[config.mk]
export PLATFORM = sky130hd
export DESIGN_NAME = pixel_gen_pipe
export DESIGN_NICKNAME = d
export VERILOG_FILES = /design/src/rtl/pixel_gen_pipe.sv
export SDC_FILE = /design/constraint.sdc
export NUM_CORES = 1
export LEC_CHECK = 0
export CAP_MARGIN = 25
export CORE_MARGIN = 3
export CORE_UTILIZATION = 47
export DETAILED_ROUTE_END_ITERATION = 6
export PLACE_DENSITY = 0.9
export SLEW_MARGIN = 20
export SYNTH_ARGS = -nofsm -noshare
export SYNTH_HDL_FRONTEND = slang
export SYNTH_SLANG_ARGS = --single-unit
[constraint.sdc]
create_clock -name clk -period 1.39 [get_ports clk]
set_input_delay 0.2085 -clock clk [delete_from_list [all_inputs] [get_ports clk]]
set_output_delay 0.2085 -clock clk [all_outputs]
set_load 0.02 [all_outputs]
[src/rtl/pixel_gen_pipe.sv]
// pixel_gen_pipe: two-stage pipelined Pong pixel generator drawing header, walls, paddles and balls,
// with per-paddle hit-flash FSMs timed in frames.
module pixel_gen_pipe #(
    parameter int          NUM_BALLS       = 2,
    parameter int          TOP_MARGIN      = 25,
    parameter int          WALL_W          = 32,
    parameter int          SCREEN_W        = 640,
    parameter int          PADDLE_W        = 8,
    parameter int          PADDLE_H        = 72,
    parameter int          FLASH_FRAMES    = 8,
    parameter logic [11:0] WALL_COLOR      = 12'h89C,
    parameter logic [11:0] PADDLE_COLOR    = 12'h24F,
    parameter logic [11:0] FLASH_COLOR     = 12'hFF0,
    parameter logic [11:0] HEADER_BG_COLOR = 12'h135
) (
    input  logic                    clk,
    input  logic                    rst_n,
    input  logic [9:0]              x,
    input  logic [9:0]              y,
    input  logic                    video_on,
    input  logic                    frame_tick,
    input  logic [10*NUM_BALLS-1:0] ball_x,
    input  logic [10*NUM_BALLS-1:0] ball_y,
    input  logic [4*NUM_BALLS-1:0]  ball_speed,
    input  logic [NUM_BALLS-1:0]    ball_en,
    input  logic [9:0]              paddle1_y,
    input  logic [9:0]              paddle2_y,
    input  logic                    hit1,
    input  logic                    hit2,
    input  logic [11:0]             bg_pixel,
    input  logic [11:0]             game_over_pixel,
    input  logic                    game_over,
    input  logic                    text_on,
    input  logic [11:0]             text_rgb,
    output logic [11:0]             rgb
);
    localparam logic [10:0] TM = 11'(TOP_MARGIN);
    localparam logic [10:0] PH = 11'(PADDLE_H);
    localparam logic [10:0] PW = 11'(PADDLE_W);
    localparam logic [10:0] WL = 11'(WALL_W);
    localparam logic [10:0] WR = 11'(SCREEN_W - WALL_W);
    localparam logic [3:0]  FF = 4'(FLASH_FRAMES);

    typedef enum logic {IDLE, FLASH} fl_t;

    // 11-bit copies so bx+7 and paddle bottom never wrap
    logic [10:0] xe, ye, p1t, p2t, bx, by;
    logic [2:0]  c, r;
    logic [3:0]  sp;
    logic [7:0]  row;
    logic        hdr_c, wall_c, lp_c, rp_c, bh_c;
    logic [11:0] bc_c;

    assign xe  = {1'b0, x};
    assign ye  = {1'b0, y};
    assign p1t = {1'b0, paddle1_y} + TM;
    assign p2t = {1'b0, paddle2_y} + TM;

    always_comb begin
        hdr_c  = ye < TM;
        wall_c = xe < WL || xe > WR;
        lp_c   = xe >= WL && xe <= WL + PW && ye >= p1t && ye <= p1t + PH;
        rp_c   = xe >= WR - PW && xe <= WR && ye >= p2t && ye <= p2t + PH;
    end

    // Walk from highest index down so the lowest-index ball overwrites last and wins
    always_comb begin
        bh_c = 1'b0;
        bc_c = 12'hFFF;
        bx   = '0;
        by   = '0;
        c    = '0;
        r    = '0;
        sp   = '0;
        row  = '0;
        for (int i = NUM_BALLS - 1; i >= 0; i--) begin
            bx  = {1'b0, ball_x[10*i +: 10]};
            by  = {1'b0, ball_y[10*i +: 10]};
            sp  = ball_speed[4*i +: 4];
            c   = xe[2:0] - bx[2:0];
            r   = ye[2:0] - by[2:0];
            row = (r == 3'd0 || r == 3'd7) ? 8'b00111100 :
                  (r == 3'd1 || r == 3'd6) ? 8'b01111110 : 8'hFF;
            if (ball_en[i] && xe >= bx && xe <= bx + 11'd7 && ye >= by && ye <= by + 11'd7 && row[c]) begin
                bh_c = 1'b1;
                bc_c = sp == 4'd3 ? 12'h00F : sp == 4'd4 ? 12'h0F0 : sp == 4'd5 ? 12'hF00 : 12'hFFF;
            end
        end
    end

    logic        v1, go1, hdr1, wall1, lp1, rp1, bh1;
    logic [11:0] hc1, bc1, gop1, bg1;

    always_ff @(posedge clk or negedge rst_n) begin
        if (!rst_n) begin
            v1    <= 1'b0;
            go1   <= 1'b0;
            hdr1  <= 1'b0;
            wall1 <= 1'b0;
            lp1   <= 1'b0;
            rp1   <= 1'b0;
            bh1   <= 1'b0;
            hc1   <= '0;
            bc1   <= '0;
            gop1  <= '0;
            bg1   <= '0;
        end else begin
            v1    <= video_on;
            go1   <= game_over;
            hdr1  <= hdr_c;
            wall1 <= wall_c;
            lp1   <= lp_c;
            rp1   <= rp_c;
            bh1   <= bh_c;
            hc1   <= text_on ? text_rgb : HEADER_BG_COLOR;
            bc1   <= bc_c;
            gop1  <= game_over_pixel;
            bg1   <= bg_pixel;
        end
    end

    logic [1:0]  hit;
    logic [11:0] pad_col [2];

    assign hit = {hit2, hit1};

    for (genvar g = 0; g < 2; g++) begin : flash
        fl_t        st, st_n;
        logic [3:0] cnt, cnt_n;
        always_comb begin
            st_n  = game_over ? IDLE : hit[g] ? FLASH :
                    (st == FLASH && frame_tick && cnt == 4'd1) ? IDLE : st;
            cnt_n = game_over ? 4'd0 : hit[g] ? FF :
                    (st == FLASH && frame_tick) ? cnt - 4'd1 : cnt;
        end
        always_ff @(posedge clk or negedge rst_n) begin
            if (!rst_n) begin
                st  <= IDLE;
                cnt <= 4'd0;
            end else begin
                st  <= st_n;
                cnt <= cnt_n;
            end
        end
        // Odd counts blink, so the paddle alternates colour every frame
        assign pad_col[g] = (st == FLASH && cnt[0]) ? FLASH_COLOR : PADDLE_COLOR;
    end

    logic [11:0] rgb_n;

    always_comb begin
        rgb_n = !v1   ? 12'h000 :
                go1   ? gop1 :
                hdr1  ? hc1 :
                wall1 ? WALL_COLOR :
                lp1   ? pad_col[0] :
                rp1   ? pad_col[1] :
                bh1   ? bc1 : bg1;
    end

    always_ff @(posedge clk or negedge rst_n) begin
        if (!rst_n) rgb <= 12'h000;
        else        rgb <= rgb_n;
    end
endmodule

# [Word level (Yosys, flattened, before mapping)]
# Index checks and enable logic that the tools add are counted.
[totals] elab_cells=138 input_bits=134 regBits=77 output_inout_bits=12
[op_classes] order_cmp=21 muxes=40 reduce_logical=33 addsub=14 n_eq_ne=14
[ops] op="two-way mux 12 bit" count=16
[ops] op="<= comparator 10 x 11 -> 1 bit" count=6
[ops] op="two-way mux 8 bit" count=6
[ops] op="adder 10 x 3 -> 11 bit (second input constant)" count=4
[ops] op=">= comparator 10 bit" count=4
[ops] op="two-way mux 4 bit" count=6
[ops] op="adder 10 x 5 -> 11 bit (second input constant)" count=2
[ops] op="adder 11 x 7 -> 11 bit (second input constant)" count=2
[ops] op=">= comparator 10 x 11 -> 1 bit" count=2
[ops] op="logical AND 1 bit" count=22
[ops] op="equality test 4 x 3 -> 1 bit (second input constant)" count=4
[ops] op="equality test 3 bit (second input constant)" count=4
[ops] op="nonzero test 3 bit" count=4
[ops] op="subtractor 3 bit" count=4
[ops] op=">= comparator 10 bit (second input constant)" count=1
[ops] op=">= comparator 10 x 6 -> 1 bit (second input constant)" count=1
[ops] op="> comparator 10 bit (second input constant)" count=1
[ops] op="<= comparator 10 bit (second input constant)" count=1
[ops] op="<= comparator 10 x 6 -> 1 bit (second input constant)" count=1
[ops] op="less-than comparator 10 x 5 -> 1 bit (second input constant)" count=1
[ops] op="less-than comparator 10 x 6 -> 1 bit (second input constant)" count=1
[ops] op="two-way mux 1 bit" count=10
[ops] op="equality test 4 x 1 -> 1 bit (second input constant)" count=2
[ops] op="equality test 4 x 2 -> 1 bit (second input constant)" count=2
[ops] op="6 further kinds" count=15

# [Logic depth before layout (Yosys ltp)]
# Gate-level depths: netlist of run 1.
[logic_depth] depth_word=10 depth_mapped=14 depth_no_buf=14

# [Least setup slack after synthesis of run 1]
# OpenSTA, ideal clock, no wires.
[synth_timing] kind="input -> register" startpoint="input port ball_x[11]" endpoint="register bc1[10]" arrival_ns=2.896 path_buffers=0 setup_time_ns=0.142 required_ns=1.248 path_slack_ns=-1.647 cell_stages=12 path_cell_list="inv_1 ha_1 a2111oi_4 nand3_1 xnor2_1 ha_1 a21o_1 a2111oi_4 a21boi_1 or4_4 nor4_1 mux2i_1"
[synth_between] elab_chain_cells=8 elab_cells_between_ends=13 classes_between="add/sub (2); order compare (2); mux (4); reduce/logical (5)"
[synth_rtl] item="start, declared" line_no="22" source="input logic [10*NUM_BALLS-1:0] ball_x,"
[synth_rtl] item="adder 10 x 3 -> 11 bit / >= comparator 10 bit (equally long branches)" line_no="84" source="if (ball_en[i] && xe >= bx && xe <= bx + 11'd7 && ye >= by && ye <= by + 11'd7 && row[c]) begin"
[synth_rtl] item="<= comparator 10 x 11 -> 1 bit / logical AND 1 bit (equally long branches)" line_no="84"
[synth_rtl] item="logical AND 1 bit (3 in series)" line_no="84"
[synth_rtl] item="logical AND 1 bit (*)" line_no="84"
[synth_rtl] item="two-way mux 12 bit (*) (2 in series)" line_no="84"
[synth_rtl] item="via bc_c[10]" line_no="52" source="logic [11:0] bc_c;"
[synth_rtl] item="end signal, assigned" line_no="104" source="bc1 <= '0;"
[synth_rtl] item="end signal, assigned" line_no="116" source="bc1 <= bc_c;"
[synth_rtl] item="end, declared" line_no="92" source="logic [11:0] hc1, bc1, gop1, bg1;"
# Mark *: on every way through the listed nets, which the timed path passes. The rest lies on a longest branch. The select of a mux whose other input is x is not followed.
# A chain may end at the register's enable or synchronous reset.

# [Worst setup path in the final report of run 1]
[layout_timing] startpoint="input port ball_y[11]" endpoint="register bc1[7]"
[layout_between] elab_chain_cells=10 elab_cells_between_ends=19 classes_between="add/sub (2); order compare (2); eq/ne (3); mux (6); reduce/logical (6)"
[layout_rtl] item="start, declared" line_no="23" source="input logic [10*NUM_BALLS-1:0] ball_y,"
[layout_rtl] item="branches (longest 7 deep; another with adder 10 x 3 -> 11 bit)"
[layout_rtl] item="logical AND 1 bit (*)" line_no="84"
[layout_rtl] item="two-way mux 12 bit (*) (2 in series)" line_no="84"
# Mark *: on every way between the ends. The select of a mux whose other input is x is not followed.

==> key figures, run 1 <==
Synthesis
  • Seq/Total Area, Yosys: 25.4%
  • Mux contribution to synthesized area: 0.449%
  • Post-Synth Adder-Cell Area: 24.8%
  • Post-synth top area share: 25.4%
  • Yosys warning count: 0
  • Synth Net Count: 1014
  • Synth cell count leaders: 126 x ha_1, 77 x inv_1, 68 x dfrtp_1
  • Async SR Flop Fraction: 100%
  • Post-synthesis register bit count: 68
  • Post-synthesis compound-gate area fraction: 18.0%
  • Post-Synthesis Cells: 750
  • Synth top area cells: dfrtp_1 25%, ha_1 24%, xnor2_1 6.7%
  • Post-synthesis simple-gate area fraction: 16.2%
  • Synth area leader: dfrtp_1
  • XOR/XNOR Fraction of Synth Area: 9.96%
  • Top-count cell post-synth: ha_1
  • Synthesized area per cell: 8.92 um2
  • Most used DFF post-synth: dfrtp_1
  • EDFF count, synth: 0
  • Post-synthesis cell area: 0.00669 mm2
  • Largest family of logic cells by synthesized area: adder cells
  • Netlist cell types: 59

Layout
  • Multi-input logic area: 0.00544 mm2
  • Layout fillers: 686
  • Layout Cells excl Fill: 1286
  • Reg area: 0.00170 mm2
  • Synthesis-to-finish area growth: 64.7%
  • Layout cells sized above 1: 34.0%
  • Nets@finish: 1368

Critical path
  • Data required time of the worst path: 1.60 ns
  • CP Class: input pin to flop
  • Startpoint types: input pin
  • Crit Path Max Fanout: 4
  • Critical path arrival: 3.29 ns
  • Critical Path Sink Type: flop
  • R2r setup slk: -0.16 ns

Routing
  • Number of vias per cell: 6.29
  • Routed via count: 8094
  • DRC errors left: 1
  • Routed length per instance: 23.2 um
  • DRT Wirelength: 29900 um
  • DR pass1 iterations: 7
  • First-iteration detailed-routing DRC count: 749
  • Detail Route Antenna Nets: 0

CTS
  • CTS tree: done
  • H-tree depth: 3
  • Max Root-Sink Buffers: 2
  • Clock tree sinks: 68
  • Clock Pin Slew Worst Setup and Hold Paths: 0.06 ns
  • CTS Buf Count: 9
  • Worst skew pair latency: 0.33 ns
  • Clock Tree Root: clkbuf_16

Placement
  • PortBufs: 145
  • Gpl congestion: 0.935
  • Post-DP HPWL: 17900 um
  • Placed instance count: 1248

Run status
  • Status: finished, violations left
  • Failing checks: DRC, setup timing

Timing
  • Unrepaired setup endpoints after global routing: true
  • Layout Skew: 0.00611 ns
  • Setup TNS: -10.07 ns
  • Post-layout minimum cycle time: 3.09 ns
  • Final hold viol count: 0
  • Endpoints failing setup: 19
  • Crit share post-route: 222%
  • Fmax: 324 MHz
  • Slew Limit Fails: 0
  • Final critical-path setup slack: -1.70 ns
  • Slew HR: 61.2%
  • Worst-Margin Slew: 0.568 ns

Floorplan
  • Die Wd: 125 um
  • Starting density of the core: 49.3%
  • Die area: 0.0157 mm2
  • Core area: 0.0136 mm2
  • Number of placed I/O pins: 146
  • Rows: 42
  • Die Span Y: 125 um

Power and ir drop
  • Power per cell area: 760 mW/mm2
  • LEAKAGE: 5.19 nW
  • Maximum vdd drop: 0.590 mV

Worst hold path
  • Hold crit path type: input pin to flop

Global route
  • First-pass GRT wire length: 40400 um
  • Number of global-route vias before repair: 8352
  • GR Overflow Total: 0
  • Antenna violations before repair: 1
  • GRT Total Usage: 31.6%
  • Largest net degree at the start of global routing: 69

Job
  • Max cap viols: 0
## final timing paths
path	start	endpoint	cells after the start
min in group asynchronous	rst_n	bg1[3]	3
setup / recovery	ball_y[11]	bc1[7]	15
setup reg to reg	bh1	rgb[5]	6
hold reg to reg	gop1[8]	rgb[8]	1
hold / removal	x[5]	wall1	3
max in group asynchronous	rst_n	bh1	3
## critical path, stage by stage
cell and delay, ns:
clkdlybuf4s15_1 0.20, inv_1 0.06, ha_1 0.19, nand2b_1 0.10, nand4_1 0.20, buf_4 0.22
xnor2_2 0.14, ha_1 0.33, and3_1 0.23, nand3_2 0.19, o22ai_4 0.25, a311oi_1 0.07
or4_4 0.60, nor4_4 0.18, mux2i_1 0.11
## power breakdown
group	leakage (nW)	total, mW	internal [mW]	switching (mW)
clock network	0.153	2.45	1.62	0.833
registers	0.823	2.15	2.08	0.0656
logic	4.22	3.76	1.84	1.92
total	5.19	8.36	5.54	2.82
## registers in the layout (all words and copies together), names as in the netlist
register / flops
wall1: 1
lp1: 1
hc1: 12
bh1: 1
hdr1: 1
bg1: 12
flash.st: 2
gop1: 12
bc1: 3
rp1: 1
go1: 1
rgb: 12
v1: 1
flash.cnt: 8
## layout by cell type, fill, tap and decap left out, types with 12 or more instances in the layout
cell,instances
dlygate4sd2_1,30
dfrtp_1,66
a21oi_1,42
inv_2,12
clkdlybuf4s50_1,89
nor3_1,14
nor2_1,26
xor2_1,18
ha_1,118
buf_6,14
nand2b_1,13
a21oi_2,14
buf_4,192
inv_1,66
nand2_1,39
nand3_1,19
xnor2_1,44
o21ai_0,17
nand4_1,14
nor2b_1,13
## cell families after synthesis
family                     count (synthesis)
xor gates and xnor gates                  76
AOI/OAI and AO/OA                        178
buffers and inverters                     88
adders and majority gates                130
DFF                                       68
and+or+nand+nor                          207
muxes                                      3
## final cells by class
type / instances / area share (%)
inverters: 80 / 2.89
clock buffers: 12 / 2.24
well taps: 176 / 2.00
multi-input cells: 594 / 49.4
diodes: 1 / 0.0227
flip-flops and latches: 68 / 15.5
clock inverters: 4 / 0.659
repair buffers: 351 / 27.3
## stage by stage
| stage | util (%) | instance area (um2) | setup slack [ns] | total power, mW | hold slack (ns) |
|---|---|---|---|---|---|
| 2_1_floorplan | - | 6830 | -1.57 | 3.67 | -0.0871 |
| 3_3_place_gp | 72.8 | 9870 | -2.22 | 5.05 | 0.245 |
| 3_5_place_dp | 72.8 | 9870 | -2.36 | 5.23 | 0.255 |
| 4_1_cts | 79.0 | 10700 | -1.46 | 7.84 | 0.268 |
| 5_1_grt | 81.2 | 11000 | -1.83 | 8.68 | 0.246 |
| 6_report | 81.2 | 11000 | -1.70 | 8.36 | 0.258 |
## routing by layer
metal	GRT usage [%]	part of all wire [%]	up-vias	wire, um
met5	0	0	-	0
met1	32.8	33	3782	9750
met4	19.1	9.9	0	2970
met2	58.9	50	631	14800
li1	-	-	3403	-
met3	5.71	7.8	278	2330
## timing repair
action	4_1_cts	5_1_grt
setup endpoints to repair	31	22
hold buffers	1	0
pin swaps	74	61
setup buffers	15	7
resized for setup	223	65
hold endpoints to repair	68	0
(Power assumes the default switching activity.)
==> inputs of run 2 (changes only) <==
--- a/config.mk
+++ b/config.mk
@@ -6,6 +6,7 @@
 export NUM_CORES = 1
 export LEC_CHECK = 0
 export CAP_MARGIN = 25
+export CORE_ASPECT_RATIO = 0.6
 export CORE_MARGIN = 3
 export CORE_UTILIZATION = 47
 export DETAILED_ROUTE_END_ITERATION = 6
==> key figures, run 2 (same netlist as run 1, synthesis figures left out) <==
Run status
  • Status: finished, violations left (unchanged)
  • Failing checks: DRC, setup timing (unchanged)

Floorplan
  • Die Wd: 160 um (was 125 um)
  • Starting density of the core: 48.5% (was 49.3%)
  • Die area: 0.0157 mm2 (about the same)
  • Number of placed I/O pins: 146 (unchanged)
  • Die Span Y: 98.4 um (was 125 um)
  • Core area: 0.0138 mm2 (was 0.0136 mm2)
  • Rows: 33 (was 42)

Critical path
  • Critical path arrival: 3.23 ns (was 3.29 ns)
  • Highest cell delay on the worst timing path: 0.60 ns (about the same)
  • Crit-path slowest cell: or4_4 (unchanged)
  • CP Class: input pin to flop (unchanged)
  • Crit Path Max Fanout: 4 (unchanged)
  • R2r setup slk: -0.16 ns (about the same)
  • Critical Path Sink Type: flop (unchanged)
  • Startpoint types: input pin (unchanged)
  • Data required time of the worst path: 1.59 ns (was 1.60 ns)
  • Crit-path cells: clkdlybuf4s50_1, nand4_1, nor3_2, xnor2_1, ha_1, nand2_2, or2_2, o22ai_2, o21ai_1, or4_4, nor4_4, mux2i_1 (was clkdlybuf4s15_1, inv_1, ha_1, nand2b_1, nand4_1, buf_4, xnor2_2, ha_1, and3_1, nand3_2, o22ai_4, a311oi_1, or4_4, nor4_4, mux2i_1)

Routing
  • First-iteration detailed-routing DRC count: 822 (was 749)
  • Routed via count: 8261 (was 8094)
  • DRT Wirelength: 31400 um (was 29900 um)
  • DR pass1 iterations: 7 (unchanged)
  • Detail Route Antenna Nets: 0 (unchanged)
  • Routed length per instance: 23.8 um (was 23.2 um)
  • DRC errors left: 2 (was 1)
  • Number of vias per cell: 6.25 (was 6.29)

Global route
  • GRT Total Usage: 33.4% (was 31.6%)
  • Number of global-route vias before repair: 8317 (was 8352)
  • Largest net degree at the start of global routing: 23 (was 69)
  • First-pass GRT wire length: 42100 um (was 40400 um)
  • Antenna violations before repair: 0 (was 1)
  • GR Overflow Total: 0 (unchanged)

Timing
  • Setup TNS: -9.64 ns (was -10.07 ns)
  • Final hold viol count: 0 (unchanged)
  • Fmax: 330 MHz (was 324 MHz)
  • Final critical-path setup slack: -1.64 ns (was -1.70 ns)
  • WHS: 0.303 ns (was 0.258 ns)
  • Crit share post-route: 218% (was 222%)
  • Worst-Margin Slew: 0.533 ns (was 0.568 ns)
  • Unrepaired setup endpoints after global routing: true (unchanged)
  • Endpoints failing setup: 17 (was 19)
  • Slew Limit Fails: 0 (unchanged)
  • Slew HR: 63.5% (was 61.2%)
  • Post-layout minimum cycle time: 3.03 ns (was 3.09 ns)
  • Layout Skew: 0.00626 ns (was 0.00611 ns)

CTS
  • Clock Tree Root: clkbuf_16 (unchanged)
  • Max Root-Sink Buffers: 2 (unchanged)
  • Worst skew pair latency: 0.34 ns (was 0.33 ns)
  • Clock Pin Slew Worst Setup and Hold Paths: 0.06 ns (about the same)
  • CTS Buf Count: 9 (unchanged)
  • Clock tree sinks: 68 (unchanged)
  • H-tree depth: 3 (unchanged)
  • CTS tree: done (unchanged)

Placement
  • Gpl congestion: 0.930 (was 0.935)
  • Post-DP HPWL: 18500 um (was 17900 um)
  • Dpl cell area: 0.00990 mm2 (was 0.00987 mm2)
  • PortBufs: 145 (unchanged)

Layout
  • Final instance area: 0.0112 mm2 (was 0.0110 mm2)
  • Layout cells sized above 1: 36.0% (was 34.0%)
  • Number of diodes: 0 (was 1)
  • Layout fillers: 704 (was 686)
  • Most frequent cells in the layout: 205 x buf_4, 116 x ha_1, 94 x clkdlybuf4s50_1 (was 192 x buf_4, 118 x ha_1, 89 x clkdlybuf4s50_1)
  • Utilization after layout: 81.4% (was 81.2%)
  • Nets@finish: 1388 (was 1368)
  • Synthesis-to-finish area growth: 68.0% (was 64.7%)
  • Commonest non-fill, non-tap cell in the layout: buf_4 (unchanged)

Job
  • Max cap viols: 0 (unchanged)

Power and ir drop
  • Power per cell area: 767 mW/mm2 (was 760 mW/mm2)
  • LEAKAGE: 5.30 nW (was 5.19 nW)
  • Total power: 8.61 mW (was 8.36 mW)
  • Maximum vdd drop: 0.640 mV (was 0.590 mV)

Worst hold path
  • Hold crit path type: input pin to flop (unchanged)
[run 2: changes by cell type in the layout (fill, tap and decap cells not counted), moves of 3 or more]
cell / delta
buf_6: +5
clkdlybuf4s50_1: +5
nand2_1: +4
dlygate4sd2_1: -8
clkbuf_2: +5
buf_4: +13
inv_1: -3
[run 2: final timing paths]
path | cells after the start | end | start
setup / recovery | 12 | bc1[7] | ball_y[15]
hold reg to reg | 1 | rgb[8] | gop1[8]
setup reg to reg | 7 | rgb[0] | rp1
min in group asynchronous | 2 | hc1[4] | rst_n
hold / removal | 1 | bg1[8] | bg_pixel[8]
max in group asynchronous | 3 | bh1 | rst_n
[run 2: final cells by class]
class,count,area [um2],area share (%)
Multi-Input combinational cell,594,5470,48.7
Timing Repair Buffer,371,3180,28.3
Sequential cell,68,1710,15.2
Inverter,80,320,2.85
Clock buffer,11,243,2.16
Tap cell,192,240,2.14
Clock inverter,5,75.1,0.668
[run 2: what timing repair did]
item                                    4_1_cts  5_1_grt
hold buffers                                  1        0
pin swaps                                    87       60
endpoints found under the setup margin       31       21
setup buffers                                30       15
resized for setup                           215       85
endpoints found under the hold margin        16        0
[run 2: critical path, delay by kind of cell]
kind                       cells  cell delay (ns)
and+or+nand+nor                6             1.67
buffers and inverters          1             0.52
adders and majority gates      1             0.31
AOI/OAI and AO/OA              2             0.27
xor gates and xnor gates       1             0.13
muxes                          1             0.12
[run 2: per-layer routing]
metal  vias to the layer above  wire length (um)  track usage (%)  share of wire (%)
met5                         -                57                0               0.18
met1                      3847             11300             40.4                 36
li1                       3441                 -                -                  -
met3                       274              3550             9.24                 11
met2                       697             14000             55.1                 45
met4                         2              2520             17.1                8.0
[run 2: per-stage QoR]
stage               instances  setup slack (ns)
floorplan                 750             -1.57
global placement         1264             -2.22
detailed placement       1264             -2.33
CTS                      1309             -1.43
global route             1321             -1.84
finish                   1321             -1.64
[run 2: power by group]
part / total [mW] / internal, mW / leakage (nW) / switching [mW]
Combinational: 3.97 / 1.95 / 4.32 / 2.02
Clock: 2.48 / 1.61 / 0.159 / 0.874
Sequential: 2.15 / 2.08 / 0.821 / 0.0713
Total: 8.61 / 5.64 / 5.30 / 2.97
==> inputs of run 3 (changes only) <==
--- a/config.mk
+++ b/config.mk
@@ -5,12 +5,13 @@
 export SDC_FILE = /design/constraint.sdc
 export NUM_CORES = 1
 export LEC_CHECK = 0
+export ABC_AREA = 1
 export CAP_MARGIN = 25
 export CORE_ASPECT_RATIO = 0.6
 export CORE_MARGIN = 3
-export CORE_UTILIZATION = 47
+export CORE_UTILIZATION = 48
 export DETAILED_ROUTE_END_ITERATION = 6
-export PLACE_DENSITY = 0.9
+export PLACE_DENSITY = 0.91
 export SLEW_MARGIN = 20
 export SYNTH_ARGS = -nofsm -noshare
 export SYNTH_HDL_FRONTEND = slang
==> key figures, run 3 <==
Run status
  • Status: finished, violations left (unchanged)
  • Failing checks: setup timing (was DRC, setup timing)

Critical path
  • Reg-to-Reg End: rgb[5] (was rgb[0])
  • R2R depth: 6 (was 7)
  • Data required time of the worst path: 1.63 ns (was 1.59 ns)
  • Critical Path Sink Type: flop (unchanged)
  • Critical path arrival: 2.58 ns (was 3.23 ns)
  • R2r setup slk: 0.04 ns (was -0.16 ns)
  • Crit-path cells: buf_8, ha_4, nand2_4, nand2_4, inv_4, nor2_4, inv_2, nand4_1, xor2_1, ha_1, nand2_2, nor2_1, nor2_1, nand3_1, nand2_2, nand2_1, nand2_1, nand2_1, nand3_1, nand2_1, nor2_2 (was clkdlybuf4s50_1, nand4_1, nor3_2, xnor2_1, ha_1, nand2_2, or2_2, o22ai_2, o21ai_1, or4_4, nor4_4, mux2i_1)
  • Startpoint types: input pin (unchanged)
  • Crit-path slowest cell: ha_1 (was or4_4)
  • Crit path top cell by count: nand2_1
  • Highest cell delay on the worst timing path: 0.35 ns (was 0.60 ns)
  • Crit Path Max Fanout: 3 (was 4)
  • CP Class: input pin to flop (unchanged)
  • Reg2reg start: bh1 (was rp1)

Synthesis
  • Post-synthesis cell area: 0.00708 mm2 (was 0.00669 mm2)
  • Synthesized area per cell: 7.16 um2 (was 8.92 um2)
  • Netlist cell types: 34 (was 59)
  • Synth top area cells: dfrtp_1 24%, ha_1 22%, nand2_1 13% (was dfrtp_1 25%, ha_1 24%, xnor2_1 6.7%)
  • Post-synthesis register bit count: 68 (unchanged)
  • Async SR Flop Fraction: 100% (unchanged)
  • Top-count cell post-synth: nand2_1 (was ha_1)
  • Post-synth top area share: 24.0% (was 25.4%)
  • Synth Net Count: 1253 (was 1014)
  • EDFF count, synth: 0 (unchanged)
  • Synth area leader: dfrtp_1 (unchanged)
  • Synth cell count leaders: 249 x nand2_1, 155 x inv_1, 126 x ha_1 (was 126 x ha_1, 77 x inv_1, 68 x dfrtp_1)
  • Seq/Total Area, Yosys: 24.0% (was 25.4%)
  • Most used DFF post-synth: dfrtp_1 (unchanged)
  • Yosys warning count: 0 (unchanged)
  • Post-Synthesis Cells: 989 (was 750)

CTS
  • Max Root-Sink Buffers: 2 (unchanged)
  • Clock tree sinks: 68 (unchanged)
  • H-tree depth: 3 (unchanged)
  • CTS tree: done (unchanged)
  • Clock Pin Slew Worst Setup and Hold Paths: 0.06 ns (about the same)
  • Worst skew pair latency: 0.34 ns (about the same)
  • Clock Tree Root: clkbuf_16 (unchanged)
  • CTS Buf Count: 9 (unchanged)

Routing
  • Detail Route Antenna Nets: 0 (unchanged)
  • DR pass1 iterations: 5 (was 7)
  • DRC errors left: 0 (was 2)
  • DRT Wirelength: 27900 um (was 31400 um)
  • First-iteration detailed-routing DRC count: 830 (was 822)
  • Number of vias per cell: 5.68 (was 6.25)
  • Routed via count: 8754 (was 8261)
  • Routed length per instance: 18.1 um (was 23.8 um)

Power and ir drop
  • Total power: 8.15 mW (was 8.61 mW)
  • Maximum vdd drop: 0.982 mV (was 0.640 mV)
  • LEAKAGE: 6.00 nW (was 5.30 nW)
  • Power per cell area: 718 mW/mm2 (was 767 mW/mm2)

Timing
  • WHS: 0.308 ns (was 0.303 ns)
  • Unrepaired setup endpoints after global routing: true (unchanged)
  • Slew HR: 66.8% (was 63.5%)
  • Layout Skew: 0.00327 ns (was 0.00626 ns)
  • Slew Limit Fails: 0 (unchanged)
  • Worst-Margin Slew: 0.485 ns (was 0.533 ns)
  • Final hold viol count: 0 (unchanged)
  • Endpoints failing setup: 6 (was 17)
  • Fmax: 427 MHz (was 330 MHz)
  • Crit share post-route: 168% (was 218%)
  • Post-layout minimum cycle time: 2.34 ns (was 3.03 ns)
  • Final critical-path setup slack: -0.950 ns (was -1.64 ns)

Layout
  • Commonest non-fill, non-tap cell in the layout: nand2_1 (was buf_4)
  • Number of diodes: 0 (unchanged)
  • Final instance area: 0.0114 mm2 (was 0.0112 mm2)
  • Multi-input logic area: 0.00550 mm2 (was 0.00547 mm2)
  • Reg area: 0.00170 mm2 (was 0.00171 mm2)
  • Layout cells sized above 1: 30.5% (was 36.0%)
  • Layout fillers: 790 (was 704)
  • Synthesis-to-finish area growth: 60.4% (was 68.0%)
  • Most frequent cells in the layout: 212 x nand2_1, 193 x buf_4, 130 x inv_1 (was 205 x buf_4, 116 x ha_1, 94 x clkdlybuf4s50_1)
  • Layout Cells excl Fill: 1540 (was 1321)
  • Nets@finish: 1607 (was 1388)

Placement
  • Placed instance count: 1493 (was 1264)
  • PortBufs: 145 (unchanged)
  • Post-DP HPWL: 18800 um (was 18500 um)
  • Gpl congestion: 0.931 (was 0.930)
  • DP Worst Slack: -1.62 ns (was -2.33 ns)
  • Dpl cell area: 0.0102 mm2 (was 0.00990 mm2)

Worst hold path
  • Hold worst-path end: gop1[3] (was bg1[8])
  • Critical hold path startpoint: game_over_pixel[3] (was bg_pixel[8])
  • Hold path depth: 1 (unchanged)
  • Hold crit path type: input pin to flop (unchanged)

Floorplan
  • Die Wd: 163 um (was 160 um)
  • Rows: 33 (unchanged)
  • Core area: 0.0140 mm2 (was 0.0138 mm2)
  • Number of placed I/O pins: 146 (unchanged)
  • Starting density of the core: 50.4% (was 48.5%)
  • Die area: 0.0163 mm2 (was 0.0157 mm2)
  • Die Span Y: 100 um (was 98.4 um)

Global route
  • Number of global-route vias before repair: 8513 (was 8317)
  • Antenna violations before repair: 0 (unchanged)
  • GRT Total Usage: 30.6% (was 33.4%)
  • GR Overflow Total: 0 (unchanged)
  • First-pass GRT wire length: 40200 um (was 42100 um)
  • Largest net degree at the start of global routing: 69 (was 23)

Job
  • Max cap viols: 0 (unchanged)
run 3: where the power goes:
| group | internal, mW | leakage [nW] | switching [mW] |
|---|---|---|---|
| Sequential | 2.09 | 0.824 | 0.0598 |
| Clock | 1.27 | 0.131 | 0.898 |
| Combinational | 1.73 | 5.04 | 2.10 |
run 3: final cells by class:
class | instances | area share, %
clock buffers | 10 | 2.11
well taps | 192 | 2.12
flip-flops and latches | 68 | 15.0
clock inverters | 6 | 0.430
repair buffers | 349 | 26.6
inverters | 159 | 5.39
multi-input cells | 756 | 48.4
run 3: worst max path at each step:
| stage | start | endpoint | slack [ns] | depth (start not counted) |
|---|---|---|---|---|
| after detailed placement | ball_y[10] | bc1[7] | -1.62 | 19 |
| after floorplan | ball_x[1] | bc1[10] | -0.75 | 16 |
| after global routing | paddle1_y[0] | lp1 | -1.01 | 21 |
| after CTS | ball_x[1] | bc1[3] | -0.71 | 17 |
| final | paddle1_y[0] | lp1 | -0.95 | 21 |
| after global placement | paddle1_y[0] | lp1 | -1.47 | 20 |
run 3: per-stage QoR:
stage,utilization (%),TNS (ns)
2_1_floorplan,-,-4.11
3_3_place_gp,72.8,-9.35
3_5_place_dp,72.8,-10.40
4_1_cts,77.6,-4.15
5_1_grt,80.9,-5.44
6_report,80.9,-4.81
run 3: timing repair:
| item | CTS | global route |
|---|---|---|
| gates resized for setup | 192 | 132 |
| setup buffers | 16 | 14 |
| cloned | 0 | 0 |
| hold buffers | 1 | 0 |
| setup endpoints to repair | 22 | 15 |
| endpoints found under the hold margin | 68 | 0 |
| pin swaps | 80 | 92 |
run 3: critical path, delay by kind of cell:
family,cells,cell delay [ns]
xor+xnor,1,0.21
fa+ha+maj,2,0.51
buf+inv,3,0.24
simple gates,15,1.44
run 3: cells by family after synthesis:
group	share of synthesized area (%)
AO/OA/AOI/OAI	10.7
XOR/XNOR	7.00
adder cells (fa/ha/maj)	23.4
buffers and inverters	8.75
flip-flops	24.0
AND/OR/NAND/NOR	26.1
run 3: routing by layer:
metal  up-vias  global-route usage (%)  part of all wire [%]
li1       3932                       -                     -
met1      4013                    37.3                    38
met2       630                    54.2                    48
met3       179                    5.81                   9.6
met4         0                    11.0                   5.0
met5         -                       0                     0
